## src/rtl/sha3_depadder_if.sv

```systemverilog
// Stream bundle between a padded-block producer and the sha3_depadder message sink.
// Latency: none, wires only.
// Backpressure: valid/ready on both the input and output streams; err is a bare pulse.
interface sha3_depadder_if;
    logic [31:0] in;
    logic        in_valid;
    logic        in_last;
    logic        in_ready;
    logic [31:0] out;
    logic        out_valid;
    logic        out_ready;
    logic        out_last;
    logic [1:0]  out_byte_num;
    logic        err;

    modport master (
        output in, in_valid, in_last, out_ready,
        input  in_ready, out, out_valid, out_last, out_byte_num, err
    );

    modport slave (
        input  in, in_valid, in_last, out_ready,
        output in_ready, out, out_valid, out_last, out_byte_num, err
    );
endinterface

```

## src/rtl/sha3_depadder.sv

```systemverilog
// SHA3-512 rate-block depadder: buffers 18 words and strips the padding of the last block (SHA3_DEPADDER_CHECK_EN adds pad validation and err).
// Latency: non-last block emits 1 cycle after word 17; last block emits after 18-k scan cycles (k = word holding the pad byte).
// Backpressure: in_ready is low from word 17 until the final output handshake; outputs hold while out_ready is low.
module sha3_depadder (
    input  logic           clk,
    input  logic           reset,
    sha3_depadder_if.slave bus
);
    localparam int unsigned WORDS    = 18;
    localparam logic [4:0]  LAST_IDX = 5'd17;

    typedef enum logic [1:0] {
        FILL = 2'd0,
        SCAN = 2'd1,
        EMIT = 2'd2
    } state_t;

    state_t      state_q, state_d;
    logic [4:0]  cnt_q, cnt_d;
    logic [4:0]  fin_idx_q, fin_idx_d;
    logic [1:0]  nb_q, nb_d;
    logic        last_blk_q, last_blk_d;
    logic        in_ready_q, in_ready_d;
    logic [31:0] out_q, out_d;
    logic        out_valid_q, out_valid_d;
    logic        out_last_q, out_last_d;
    logic [1:0]  out_byte_num_q, out_byte_num_d;

    logic [31:0] mem_q [WORDS];

    logic        in_fire;
    logic        out_fire;
    logic [31:0] scan_word;
    logic        scan_found;
    logic [1:0]  scan_pos;
    logic [4:0]  emit_nxt;
    logic        nxt_final;

    // Keep the first n bytes (byte 0 is the MSB end) and zero the rest.
    function automatic logic [31:0] keep_bytes(input logic [31:0] w, input logic [1:0] n);
        logic [31:0] r;
        case (n)
            2'd0:    r = 32'h0;
            2'd1:    r = {w[31:24], 24'h0};
            2'd2:    r = {w[31:16], 16'h0};
            default: r = {w[31:8], 8'h0};
        endcase
        return r;
    endfunction

    assign in_fire  = bus.in_valid & in_ready_q;
    assign out_fire = out_valid_q & bus.out_ready;
    assign emit_nxt = cnt_q + 5'd1;
    assign nxt_final = last_blk_q && (emit_nxt == fin_idx_q);

    // The top bit of byte 71 is the closing pad bit, never message data.
    always_comb begin
        scan_word = mem_q[cnt_q];
        if (cnt_q == LAST_IDX) begin
            scan_word[7] = 1'b0;
        end
    end

    assign scan_found = |scan_word;

    always_comb begin
        scan_pos = 2'd0;
        if (scan_word[7:0] != 8'h00) begin
            scan_pos = 2'd3;
        end else if (scan_word[15:8] != 8'h00) begin
            scan_pos = 2'd2;
        end else if (scan_word[23:16] != 8'h00) begin
            scan_pos = 2'd1;
        end
    end

`ifdef SHA3_DEPADDER_CHECK_EN
    logic       err_q, err_d;
    logic [7:0] scan_byte;
    logic       scan_bad;

    always_comb begin
        case (scan_pos)
            2'd0:    scan_byte = scan_word[31:24];
            2'd1:    scan_byte = scan_word[23:16];
            2'd2:    scan_byte = scan_word[15:8];
            default: scan_byte = scan_word[7:0];
        endcase
    end

    assign scan_bad = ((cnt_q == LAST_IDX) && !mem_q[LAST_IDX][7])
                    || (!scan_found && (cnt_q == 5'd0))
                    || (scan_found && (scan_byte != 8'h06));
    assign bus.err = err_q;
`else
    assign bus.err = 1'b0;
`endif

    always_comb begin
        state_d        = state_q;
        cnt_d          = cnt_q;
        fin_idx_d      = fin_idx_q;
        nb_d           = nb_q;
        last_blk_d     = last_blk_q;
        in_ready_d     = in_ready_q;
        out_d          = out_q;
        out_valid_d    = out_valid_q;
        out_last_d     = out_last_q;
        out_byte_num_d = out_byte_num_q;
`ifdef SHA3_DEPADDER_CHECK_EN
        err_d          = 1'b0;
`endif
        case (state_q)
            FILL: begin
                if (in_fire) begin
                    if (cnt_q == LAST_IDX) begin
                        in_ready_d = 1'b0;
                        last_blk_d = bus.in_last;
                        if (bus.in_last) begin
                            state_d = SCAN;
                            cnt_d   = LAST_IDX;
                        end else begin
                            // Word 0 is already buffered, so the first beat can be presented at once.
                            state_d        = EMIT;
                            cnt_d          = 5'd0;
                            fin_idx_d      = LAST_IDX;
                            nb_d           = 2'd0;
                            out_d          = mem_q[0];
                            out_valid_d    = 1'b1;
                            out_last_d     = 1'b0;
                            out_byte_num_d = 2'd0;
                        end
                    end else begin
                        cnt_d = cnt_q + 5'd1;
                    end
                end
            end
            SCAN: begin
                // Reaching word 0 with nothing found means p = 0: an empty message.
                if (scan_found || (cnt_q == 5'd0)) begin
                    state_d        = EMIT;
                    cnt_d          = 5'd0;
                    fin_idx_d      = cnt_q;
                    nb_d           = scan_pos;
                    out_valid_d    = 1'b1;
                    out_d          = (cnt_q == 5'd0) ? keep_bytes(mem_q[0], scan_pos) : mem_q[0];
                    out_last_d     = (cnt_q == 5'd0);
                    out_byte_num_d = (cnt_q == 5'd0) ? scan_pos : 2'd0;
                end else begin
                    cnt_d = cnt_q - 5'd1;
                end
`ifdef SHA3_DEPADDER_CHECK_EN
                if (scan_bad) begin
                    state_d        = FILL;
                    cnt_d          = 5'd0;
                    in_ready_d     = 1'b1;
                    out_valid_d    = 1'b0;
                    out_d          = 32'h0;
                    out_last_d     = 1'b0;
                    out_byte_num_d = 2'd0;
                    err_d          = 1'b1;
                end
`endif
            end
            EMIT: begin
                if (out_fire) begin
                    if (cnt_q == fin_idx_q) begin
                        state_d        = FILL;
                        cnt_d          = 5'd0;
                        in_ready_d     = 1'b1;
                        out_valid_d    = 1'b0;
                        out_d          = 32'h0;
                        out_last_d     = 1'b0;
                        out_byte_num_d = 2'd0;
                    end else begin
                        cnt_d          = emit_nxt;
                        out_d          = nxt_final ? keep_bytes(mem_q[emit_nxt], nb_q) : mem_q[emit_nxt];
                        out_last_d     = nxt_final;
                        out_byte_num_d = nxt_final ? nb_q : 2'd0;
                    end
                end
            end
            default: begin
                state_d    = FILL;
                cnt_d      = 5'd0;
                in_ready_d = 1'b1;
            end
        endcase
    end

    always_ff @(posedge clk or posedge reset) begin
        if (reset) begin
            state_q        <= FILL;
            cnt_q          <= 5'd0;
            fin_idx_q      <= 5'd0;
            nb_q           <= 2'd0;
            last_blk_q     <= 1'b0;
            in_ready_q     <= 1'b1;
            out_q          <= 32'h0;
            out_valid_q    <= 1'b0;
            out_last_q     <= 1'b0;
            out_byte_num_q <= 2'd0;
`ifdef SHA3_DEPADDER_CHECK_EN
            err_q          <= 1'b0;
`endif
        end else begin
            state_q        <= state_d;
            cnt_q          <= cnt_d;
            fin_idx_q      <= fin_idx_d;
            nb_q           <= nb_d;
            last_blk_q     <= last_blk_d;
            in_ready_q     <= in_ready_d;
            out_q          <= out_d;
            out_valid_q    <= out_valid_d;
            out_last_q     <= out_last_d;
            out_byte_num_q <= out_byte_num_d;
`ifdef SHA3_DEPADDER_CHECK_EN
            err_q          <= err_d;
`endif
        end
    end

    // Block buffer needs no reset: a partial block is simply overwritten.
    always_ff @(posedge clk) begin
        if (in_fire) begin
            mem_q[cnt_q] <= bus.in;
        end
    end

    assign bus.in_ready     = in_ready_q;
    assign bus.out          = out_q;
    assign bus.out_valid    = out_valid_q;
    assign bus.out_last     = out_last_q;
    assign bus.out_byte_num = out_byte_num_q;
endmodule
```

## src/flat_wrapper.sv

```systemverilog
// flat-port wrapper written by rule: the top's interface ports become plain ports
module sha3_depadder_flat 
  (clk, reset, bus_in, bus_in_valid, bus_in_last, bus_out_ready, bus_in_ready, bus_out, bus_out_valid, bus_out_last, bus_out_byte_num, bus_err);
  sha3_depadder_if bus_i ();
  input  logic clk;
  input  logic reset;
  input wire logic [$bits(bus_i.in)-1:0] bus_in;
  input wire logic [$bits(bus_i.in_valid)-1:0] bus_in_valid;
  input wire logic [$bits(bus_i.in_last)-1:0] bus_in_last;
  input wire logic [$bits(bus_i.out_ready)-1:0] bus_out_ready;
  output wire logic [$bits(bus_i.in_ready)-1:0] bus_in_ready;
  output wire logic [$bits(bus_i.out)-1:0] bus_out;
  output wire logic [$bits(bus_i.out_valid)-1:0] bus_out_valid;
  output wire logic [$bits(bus_i.out_last)-1:0] bus_out_last;
  output wire logic [$bits(bus_i.out_byte_num)-1:0] bus_out_byte_num;
  output wire logic [$bits(bus_i.err)-1:0] bus_err;
  assign bus_i.in = bus_in;
  assign bus_i.in_valid = bus_in_valid;
  assign bus_i.in_last = bus_in_last;
  assign bus_i.out_ready = bus_out_ready;
  assign bus_in_ready = bus_i.in_ready;
  assign bus_out = bus_i.out;
  assign bus_out_valid = bus_i.out_valid;
  assign bus_out_last = bus_i.out_last;
  assign bus_out_byte_num = bus_i.out_byte_num;
  assign bus_err = bus_i.err;
  sha3_depadder u_core (.clk(clk), .reset(reset), .bus(bus_i));
endmodule
```

## config.mk

```make
export PLATFORM = sky130hd
export DESIGN_NAME = sha3_depadder_flat
export DESIGN_NICKNAME = d
export VERILOG_FILES = /design/src/rtl/sha3_depadder_if.sv /design/src/rtl/sha3_depadder.sv /design/src/flat_wrapper.sv
export SDC_FILE = /design/constraint.sdc
export NUM_CORES = 1
export LEC_CHECK = 0
export ABC_CLOCK_PERIOD_IN_PS = 3890
export CAP_MARGIN = 20
export CORE_MARGIN = 4
export CORE_UTILIZATION = 35
export DETAILED_ROUTE_END_ITERATION = 10
export PLACE_DENSITY_LB_ADDON = 0.12
export SLEW_MARGIN = 20
export SYNTH_ARGS = -nofsm -noshare
export SYNTH_HDL_FRONTEND = slang
export SYNTH_SLANG_ARGS = --single-unit
export TNS_END_PERCENT = 30
```

## constraint.sdc

```tcl
create_clock -name clk -period 3.89 [get_ports clk]
set_input_delay 0.778 -clock clk [delete_from_list [all_inputs] [get_ports clk]]
set_output_delay 0.778 -clock clk [all_outputs]
set_load 0.01 [all_outputs]
```

==> impl_metrics.prom, run 1 <==
# TYPE chip_impl_metric gauge
chip_impl_metric{name="routed_wire_length",unit="µm"} 81730
chip_impl_metric{name="ios",unit=""} 75
chip_impl_metric{name="p_switching",unit="W"} 0.008125
chip_impl_metric{name="globalRoute.totalOverflow",unit=""} 0
chip_impl_metric{name="first_iter_violations",unit=""} 1678
chip_impl_metric{name="final-max-slew-violation-count",unit=""} 0
chip_impl_metric{name="die_h",unit="µm"} 286.5
chip_impl_metric{name="via_count_of_the_first_global_routing_pass",unit=""} 16795
chip_impl_metric{name="fin_total_pwr",unit="W"} 0.02442
chip_impl_metric{name="grt_start_max_net_pins",unit=""} 51
chip_impl_metric{name="cp_data_required_time",unit="ns"} 4.37
chip_impl_metric{name="num_vias",unit=""} 16356
chip_impl_metric{name="postLayoutCellArea",unit="µm²"} 32350
chip_impl_metric{name="detail-route-antenna-nets",unit=""} 0
chip_impl_metric{name="syn_area",unit="µm²"} 27150
chip_impl_metric{name="io_buffers",unit=""} 73
chip_impl_metric{name="synth-warning-count",unit=""} 0
chip_impl_metric{name="worst_slew_pin_slew",unit="ns"} 0.9388
chip_impl_metric{name="max_cap_violations",unit=""} 0
chip_impl_info{name="run_status",value="finished clean"} 1
chip_impl_metric{name="detail_route.wl_per_cell",unit="µm"} 28.78
chip_impl_metric{name="clock_network_power_share",unit=""} 0.273
chip_impl_metric{name="dpl-instance-area",unit="µm²"} 30030
chip_impl_metric{name="comb_power_share",unit=""} 0.387
chip_impl_metric{name="worstPathMaxFanout",unit=""} 44
chip_impl_metric{name="timing.max_slew.rel_slack",unit=""} 0.3700
chip_impl_metric{name="clkSlewWorstSetupHoldPaths",unit="ns"} 0.06
chip_impl_metric{name="fillers",unit=""} 6783
chip_impl_metric{name="share_of_flip_flops_with_an_asynchronous_set_or_reset",unit=""} 0.08280
chip_impl_metric{name="synth_cell_type_count",unit=""} 73
chip_impl_metric{name="cts.hold.buffers_added",unit=""} 0
chip_impl_metric{name="finalCritPeriodShare",unit=""} 0.9739
chip_impl_metric{name="synth_enable_flop_cells",unit=""} 576
chip_impl_metric{name="drc_errors",unit=""} 0
chip_impl_info{name="hold_path_class",value="in2async"} 1
chip_impl_metric{name="p_leak",unit="nW"} 10.41
chip_impl_metric{name="synthesis.nets",unit=""} 1641
chip_impl_metric{name="clock_tree.buffer_depth",unit=""} 3
chip_impl_metric{name="die_w",unit="µm"} 286.5
chip_impl_info{name="rsz_0062_raised_after_global_routing",value="false"} 1
chip_impl_metric{name="grt_pass1_wl",unit="µm"} 118800
chip_impl_metric{name="power.share.switching",unit=""} 0.3327
chip_impl_info{name="cts_tree",value="done"} 1
chip_impl_metric{name="clock_latency",unit="ns"} 0.61
chip_impl_info{name="path_cells",value="buf_12 -> buf_4 -> nor4b_1 -> a22oi_1 -> nor3_1 -> nor3_1 -> nor2_1 -> nand3_1 -> o21ai_4 -> buf_12 -> mux2_2"} 1
chip_impl_metric{name="gr-usage-all-layers",unit=""} 0.1981
chip_impl_metric{name="number_of_setup_violations_in_the_final_report",unit=""} 0
chip_impl_metric{name="cts_repair_resize_count",unit=""} 0
chip_impl_metric{name="initial_utilization",unit=""} 0.3552
chip_impl_metric{name="clock.fmax",unit="MHz"} 264.0
chip_impl_metric{name="worst_path_largest_cell_delay",unit="ns"} 0.53
chip_impl_metric{name="seq_power_share",unit=""} 0.340
chip_impl_metric{name="detailed_place_hpwl",unit="µm"} 55780
chip_impl_metric{name="syn2layout_area_growth",unit="%"} 19.13
chip_impl_metric{name="cell_count_after_synthesis",unit=""} 1594
chip_impl_metric{name="die-area",unit="µm²"} 82100
chip_impl_metric{name="number_of_nets_in_the_final_layout",unit=""} 1805
chip_impl_metric{name="cts_sinks",unit=""} 628
chip_impl_info{name="synth_top_flop_cell",value="edfxtp_1"} 1
chip_impl_metric{name="hold_viol",unit=""} 0
chip_impl_info{name="launching_element_type_of_the_critical_path",value="register"} 1
chip_impl_metric{name="postCtsSetupRepairBufs",unit=""} 0
chip_impl_metric{name="pwr_density_cell",unit="nW/µm²"} 755.0
chip_impl_metric{name="ys_seq_area_frac",unit=""} 0.6850
chip_impl_info{name="clockRootBuffer",value="clkbuf_16"} 1
chip_impl_metric{name="diode_insertion_count_for_antenna_repair",unit=""} 0
chip_impl_metric{name="timing.clock.skew",unit="ns"} 0.03540
chip_impl_metric{name="drt_first_pass_iters",unit=""} 5
chip_impl_info{name="crit_type",value="reg2reg"} 1
chip_impl_info{name="crit_end_category",value="register"} 1
chip_impl_metric{name="avgViaCountPerCell",unit=""} 5.759
chip_impl_metric{name="cts_buffers",unit=""} 69
chip_impl_metric{name="power.internal",unit="W"} 0.01630
chip_impl_metric{name="synthesis.area_per_instance",unit="µm²"} 17.03
chip_impl_metric{name="antenna_found_initial",unit=""} 0
chip_impl_metric{name="postSynthRegisterBits",unit=""} 628
chip_impl_metric{name="fp-row-count",unit=""} 101
chip_impl_metric{name="worst_ir_drop_vdd",unit="V"} 0.0005042
chip_impl_metric{name="final_period_minus_worst_setup_slack",unit="ns"} 3.789
chip_impl_metric{name="h-tree-depth",unit=""} 3
chip_impl_info{name="timing.critical_path.slowest_stage_cell",value="dfrtp_4"} 1
chip_impl_metric{name="placeableCoreArea",unit="µm²"} 76450
chip_impl_metric{name="critical_path_arrival",unit="ns"} 4.27
chip_impl_metric{name="drive_gt1_frac",unit=""} 0.2238
chip_impl_metric{name="finalWeightedCongestion",unit=""} 0.8427
## worst max-delay path: cells and delay by family, from the launching register on
| kind | cells | cell delay, ns |
|---|---|---|
| buf+inv | 3 | 0.83 |
| flops | 1 | 0.53 |
| compound gates | 2 | 0.43 |
| mux | 1 | 0.35 |
| simple gates | 5 | 1.48 |
## final timing paths
path	startpoint	end	cells after the start	slack, ns
hold / removal	reset	u_core.bus.out[15]	2	0.42
min in group clk	u_core.bus.out[6]	u_core.bus.out[6]	1	0.51
hold reg to reg	u_core.bus.out[6]	u_core.bus.out[6]	1	0.51
max in group asynchronous	reset	u_core.bus.out[0]	4	2.73
setup / recovery	u_core.cnt_q[0]	u_core.bus.out[2]	11	0.10
setup reg to reg	u_core.cnt_q[0]	u_core.bus.out[2]	11	0.10
## cells in the mapped netlist, types with 6 or more instances
| cell | n | area (µm²) |
|---|---|---|
| o31ai_1 | 9 | 67.56 |
| clkbuf_1 | 41 | 153.9 |
| ha_1 | 10 | 125.1 |
| a211oi_1 | 18 | 135.1 |
| buf_1 | 16 | 60.06 |
| a2111oi_0 | 17 | 148.9 |
| or4_1 | 8 | 60.06 |
| buf_4 | 7 | 52.55 |
| nand2_1 | 47 | 176.4 |
| mux2i_1 | 75 | 750.7 |
| a22oi_1 | 7 | 52.55 |
| nor2_1 | 92 | 345.3 |
| nand3_1 | 37 | 185.2 |
| a221oi_1 | 11 | 96.34 |
| nor4_1 | 96 | 600.6 |
| a21oi_1 | 55 | 275.3 |
| xnor2_1 | 8 | 70.07 |
| edfxtp_1 | 576 | 17300 |
| nor2b_1 | 15 | 93.84 |
| mux4_2 | 155 | 3491 |
| inv_1 | 42 | 157.7 |
| nor3_1 | 36 | 180.2 |
| dfrtp_1 | 51 | 1276 |
| o21ai_0 | 23 | 115.1 |
| buf_2 | 15 | 75.07 |
| a31oi_1 | 6 | 37.54 |
| mux2_2 | 18 | 202.7 |
| nor4b_1 | 11 | 96.34 |
## flip-flops by register name, summed over array words and instances (netlist names)
name / count
u_core.state_q: 2
u_core.bus.out: 32
u_core.bus.out_byte_num: 2
u_core.bus.in_ready: 1
u_core.bus.out_valid: 1
u_core.cnt_q: 5
u_core.fin_idx_q: 5
u_core.mem_q: 576
u_core.bus.out_last: 1
u_core.last_blk_q: 1
u_core.nb_q: 2
## layer usage
metal	share of wire	track usage	routed length [µm]
met5	0	0	0
met4	0.024	0.05849	1964
met3	0.063	0.02923	5125
met2	0.47	0.3154	38660
met1	0.44	0.2839	35980
## cell type report
| cell class | count | area, µm² | share of cell area |
|---|---|---|---|
| clock buffers | 86 | 1864 | 0.05763 |
| clock inverters | 37 | 429.2 | 0.01327 |
| inverters | 43 | 161.4 | 0.004990 |
| multi-input cells | 842 | 8223 | 0.2542 |
| flip-flops and latches | 628 | 18600 | 0.5751 |
| well taps | 1030 | 1289 | 0.03984 |
| repair buffers | 174 | 1777 | 0.05493 |
## cells by family after synthesis
kind of cell	Yosys count	synth area share
multiplexers	250	0.1645
XOR/XNOR	13	0.004193
AND/OR/NAND/NOR	365	0.06976
other	1	0.0001381
AO/OA/AOI/OAI	203	0.05248
flip-flops	628	0.6850
buffers and inverters	124	0.01935
adder cells (fa/ha/maj)	10	0.004608
## power groups by stage
stage	Sequential, W	Clock, W	Combinational (W)
floorplan	0.00830	0	0.00606
global placement	0.00844	0	0.00945
detailed placement	0.00844	0	0.00947
CTS	0.00830	0.00683	0.00951
global route	0.00834	0.00713	0.0101
finish	0.00830	0.00667	0.00946
## metrics by stage
step / hold WS (ns) / std cells / setup slack, ns / util / TNS (ns)
after floorplan: 0.4789 / 1594 / -0.03233 / - / -0.2391
after global placement: 0.5039 / 2716 / 0.06308 / 0.3927 / 0
after detailed placement: 0.5011 / 2716 / 0.02143 / 0.3927 / 0
after CTS: 0.5127 / 2839 / 0.008404 / 0.4227 / 0
after global routing: 0.4245 / 2840 / 0.001705 / 0.4231 / 0
final: 0.4187 / 2840 / 0.1014 / 0.4231 / 0
## placed cells by master, fill, tap and decap left out, types with 6 or more instances in the layout
cell type and n:
clkinv_1 14, inv_1 41, a22oi_1 7, xnor2_1 6, nor4b_1 11, bufinv_16 9
clkinv_2 7, dfrtp_1 49, a211oi_1 17, mux2i_1 75, nor2_1 74, a2111oi_0 17
mux4_2 155, nand3_1 37, nor2_4 18, mux2_2 18, nor3_1 36, ha_1 9
a221oi_1 11, or4_1 8, edfxtp_1 576, buf_4 78, clkbuf_16 72, buf_12 23
a31oi_1 6, o31ai_1 9, clkdlybuf4s50_1 73, a21oi_1 55, nand2_1 47, o21ai_0 23
clkbuf_1 13, nor4_1 96, nor2b_1 15
Note: power is estimated with default switching activity, not from simulation.
==> run 2: changes to the inputs <==
--- a/config.mk
+++ b/config.mk
@@ -9,6 +9,7 @@
 export CAP_MARGIN = 20
 export CORE_MARGIN = 4
 export CORE_UTILIZATION = 35
+export CTS_BUF_LIST = sky130_fd_sc_hd__clkbuf_4
 export DETAILED_ROUTE_END_ITERATION = 10
 export PLACE_DENSITY_LB_ADDON = 0.12
 export SLEW_MARGIN = 20
==> impl_metrics.prom, run 2 (synthesis gave the netlist of run 1 again) <==
# TYPE chip_impl_metric gauge
chip_impl_info{name="run_status",value="finished clean"} 1
chip_impl_metric{name="timing.max_slew.rel_slack",unit=""} 0.3621
chip_impl_metric{name="finalWeightedCongestion",unit=""} 0.8427
chip_impl_metric{name="die_h",unit="µm"} 286.5
chip_impl_metric{name="worstPathMaxFanout",unit=""} 47
chip_impl_info{name="hold_path_class",value="reg2reg"} 1
chip_impl_info{name="final_common_cell",value="edfxtp_1"} 1
chip_impl_metric{name="comb_power_share",unit=""} 0.401
chip_impl_metric{name="detailed_place_hpwl",unit="µm"} 55780
chip_impl_metric{name="routed_wire_length",unit="µm"} 82810
chip_impl_metric{name="timing.reg2reg.worst_path_depth",unit=""} 12
chip_impl_info{name="r2r-end",value="u_core.bus.out[2]"} 1
chip_impl_metric{name="num_vias",unit=""} 16925
chip_impl_metric{name="ios",unit=""} 75
chip_impl_metric{name="globalRoute.totalOverflow",unit=""} 0
chip_impl_info{name="rsz_0062_raised_after_global_routing",value="false"} 1
chip_impl_metric{name="met2RoutedLength",unit="µm"} 38800
chip_impl_metric{name="clock.fmax",unit="MHz"} 264.2
chip_impl_metric{name="pwr_density_cell",unit="nW/µm²"} 732.9
chip_impl_metric{name="finalCritPeriodShare",unit=""} 0.9730
chip_impl_metric{name="first_iter_violations",unit=""} 1462
chip_impl_info{name="path_cells",value="buf_12 -> nand2_1 -> nor2_1 -> nor4_1 -> buf_4 -> a211oi_1 -> a311oi_1 -> buf_4 -> nand3_1 -> o21ai_4 -> buf_12 -> mux2_2"} 1
chip_impl_metric{name="via_count_of_the_first_global_routing_pass",unit=""} 17647
chip_impl_info{name="crit_type",value="reg2reg"} 1
chip_impl_metric{name="syn2layout_area_growth",unit="%"} 18.71
chip_impl_metric{name="cts_sinks",unit=""} 628
chip_impl_metric{name="critical_path_arrival",unit="ns"} 4.64
chip_impl_metric{name="p_leak",unit="nW"} 10.58
chip_impl_metric{name="final-max-slew-violation-count",unit=""} 0
chip_impl_info{name="timing.critical_path.from",value="u_core.cnt_q[0]"} 1
chip_impl_metric{name="routed-wl-met3",unit="µm"} 5892
chip_impl_metric{name="p_switching",unit="W"} 0.008302
chip_impl_metric{name="die-area",unit="µm²"} 82100
chip_impl_metric{name="avgViaCountPerCell",unit=""} 5.589
chip_impl_info{name="timing.rr.start",value="u_core.cnt_q[0]"} 1
chip_impl_metric{name="timing.clock.skew",unit="ns"} 0.08512
chip_impl_metric{name="final_critical_path_setup_slack",unit="ns"} 0.1052
chip_impl_metric{name="worst_path_largest_cell_delay",unit="ns"} 0.57
chip_impl_metric{name="fp-row-count",unit=""} 101
chip_impl_info{name="timing.critical_path.slowest_stage_cell",value="dfrtp_4"} 1
chip_impl_metric{name="gr-usage-all-layers",unit=""} 0.2020
chip_impl_metric{name="drc_errors",unit=""} 0
chip_impl_metric{name="layout.core_utilization",unit=""} 0.4216
chip_impl_metric{name="h-tree-depth",unit=""} 4
chip_impl_info{name="launching_element_type_of_the_critical_path",value="register"} 1
chip_impl_metric{name="drt_first_pass_iters",unit=""} 7
chip_impl_metric{name="worst_ir_drop_vdd",unit="V"} 0.0004991
chip_impl_metric{name="placeableCoreArea",unit="µm²"} 76450
chip_impl_metric{name="clkSlewWorstSetupHoldPaths",unit="ns"} 0.06
chip_impl_metric{name="die_w",unit="µm"} 286.5
chip_impl_metric{name="cts_buffers",unit=""} 166
chip_impl_metric{name="final_period_minus_worst_setup_slack",unit="ns"} 3.785
chip_impl_metric{name="path_depth",unit=""} 12
chip_impl_metric{name="clock_network_power_share",unit=""} 0.248
chip_impl_metric{name="number_of_non_filler_instances_in_the_completed_layout",unit=""} 3028
chip_impl_info{name="layout.cells.most_common_list",value="edfxtp_1 (576), clkbuf_4 (230), mux4_2 (155)"} 1
chip_impl_info{name="clockRootBuffer",value="clkbuf_4"} 1
chip_impl_info{name="crit_end_category",value="register"} 1
chip_impl_metric{name="place_ws",unit="ns"} 0.02143
chip_impl_metric{name="initial_utilization",unit=""} 0.3552
chip_impl_metric{name="hold_viol",unit=""} 0
chip_impl_metric{name="drive_gt1_frac",unit=""} 0.2837
chip_impl_metric{name="dpl-instance-area",unit="µm²"} 30030
chip_impl_metric{name="power.internal",unit="W"} 0.01532
chip_impl_metric{name="max_cap_violations",unit=""} 0
chip_impl_metric{name="largest_reg_flops",unit=""} 576
chip_impl_metric{name="worst-r2r-setup-slack",unit="ns"} 0.11
chip_impl_info{name="worst_path_dominant_cell_family",value="simple AND/OR/NAND/NOR gates"} 1
chip_impl_metric{name="io_buffers",unit=""} 73
chip_impl_metric{name="grt_start_max_net_pins",unit=""} 51
chip_impl_metric{name="cp_data_required_time",unit="ns"} 4.75
chip_impl_metric{name="power.share.switching",unit=""} 0.3514
chip_impl_metric{name="detail_route.wirelength.met1",unit="µm"} 35480
chip_impl_metric{name="number_of_nets_in_the_final_layout",unit=""} 1903
chip_impl_metric{name="antenna_found_initial",unit=""} 3
chip_impl_metric{name="clock_tree.buffer_depth",unit=""} 3
chip_impl_metric{name="number_of_setup_violations_in_the_final_report",unit=""} 0
chip_impl_metric{name="clock_latency",unit="ns"} 1.01
chip_impl_metric{name="worst_slew_pin_slew",unit="ns"} 0.9538
chip_impl_metric{name="postLayoutCellArea",unit="µm²"} 32230
chip_impl_metric{name="grt_pass1_wl",unit="µm"} 120400
chip_impl_metric{name="detail_route.wl_per_cell",unit="µm"} 27.35
chip_impl_metric{name="critical_path_buf_inv_count",unit=""} 4
chip_impl_metric{name="detail-route-antenna-nets",unit=""} 0
chip_impl_info{name="cts_tree",value="done"} 1
chip_impl_info{name="largest_register_by_flop_count",value="u_core.mem_q"} 1
chip_impl_info{name="top_signal_layer_used",value="met4"} 1
chip_impl_info{name="timing.critical_path.to",value="u_core.bus.out[2]"} 1
chip_impl_metric{name="totalNegativeSetupSlack",unit="ns"} 0
chip_impl_metric{name="seq_power_share",unit=""} 0.351
chip_impl_metric{name="numPlacedInstances",unit=""} 2716
-- run 2: power groups by stage --
stage | Combinational [W] | Sequential [W] | Clock [W]
2_1_floorplan | 0.00606 | 0.00830 | 0
3_3_place_gp | 0.00945 | 0.00844 | 0
3_5_place_dp | 0.00947 | 0.00844 | 0
4_1_cts | 0.00952 | 0.00830 | 0.00604
5_1_grt | 0.0101 | 0.00834 | 0.00643
6_report | 0.00948 | 0.00829 | 0.00585
-- run 2: metrics by stage --
stage	hold WS, ns	total power, W
after floorplan	0.4789	0.01436
after global placement	0.5039	0.01789
after detailed placement	0.5011	0.01791
after CTS	0.2368	0.02386
after global routing	0.5297	0.02484
final	0.5141	0.02363
-- run 2: worst min-delay path by stage --
stage                       from                  to  slack, ns  depth (start not counted)
6_report       u_core.bus.out[0]   u_core.bus.out[0]       0.51                          1
5_1_grt                    reset  u_core.bus.out[10]       0.53                          3
4_1_cts                    reset  u_core.bus.out[13]       0.24                          2
3_5_place_dp   u_core.bus.out[0]   u_core.bus.out[0]       0.50                          1
3_3_place_gp   u_core.bus.out[0]   u_core.bus.out[0]       0.50                          1
2_1_floorplan  u_core.last_blk_q   u_core.last_blk_q       0.48                          1
-- run 2: layer usage --
metal	vias to the layer above	track usage
met1	8818	0.2738
met3	142	0.04988
met4	0	0.08022
met5	-	0
li1	7262	-
met2	703	0.3147
-- run 2: final cells by class --
type | count | area [µm²]
fill | 6928 | 44220
tap | 1030 | 1289
clock buffer | 230 | 1727
clock inverter | 77 | 427.9
multi-input combinational | 842 | 8232
antenna | 3 | 7.507
sequential | 628 | 18600
timing repair buffer | 175 | 1787
inverter | 43 | 161.4
-- run 2: what timing repair did --
action                                 4_1_cts  5_1_grt
resized for setup                            0        3
setup endpoints to repair                    0        5
hold buffers                                 0        1
setup buffers                                0        0
endpoints found under the hold margin        0        8
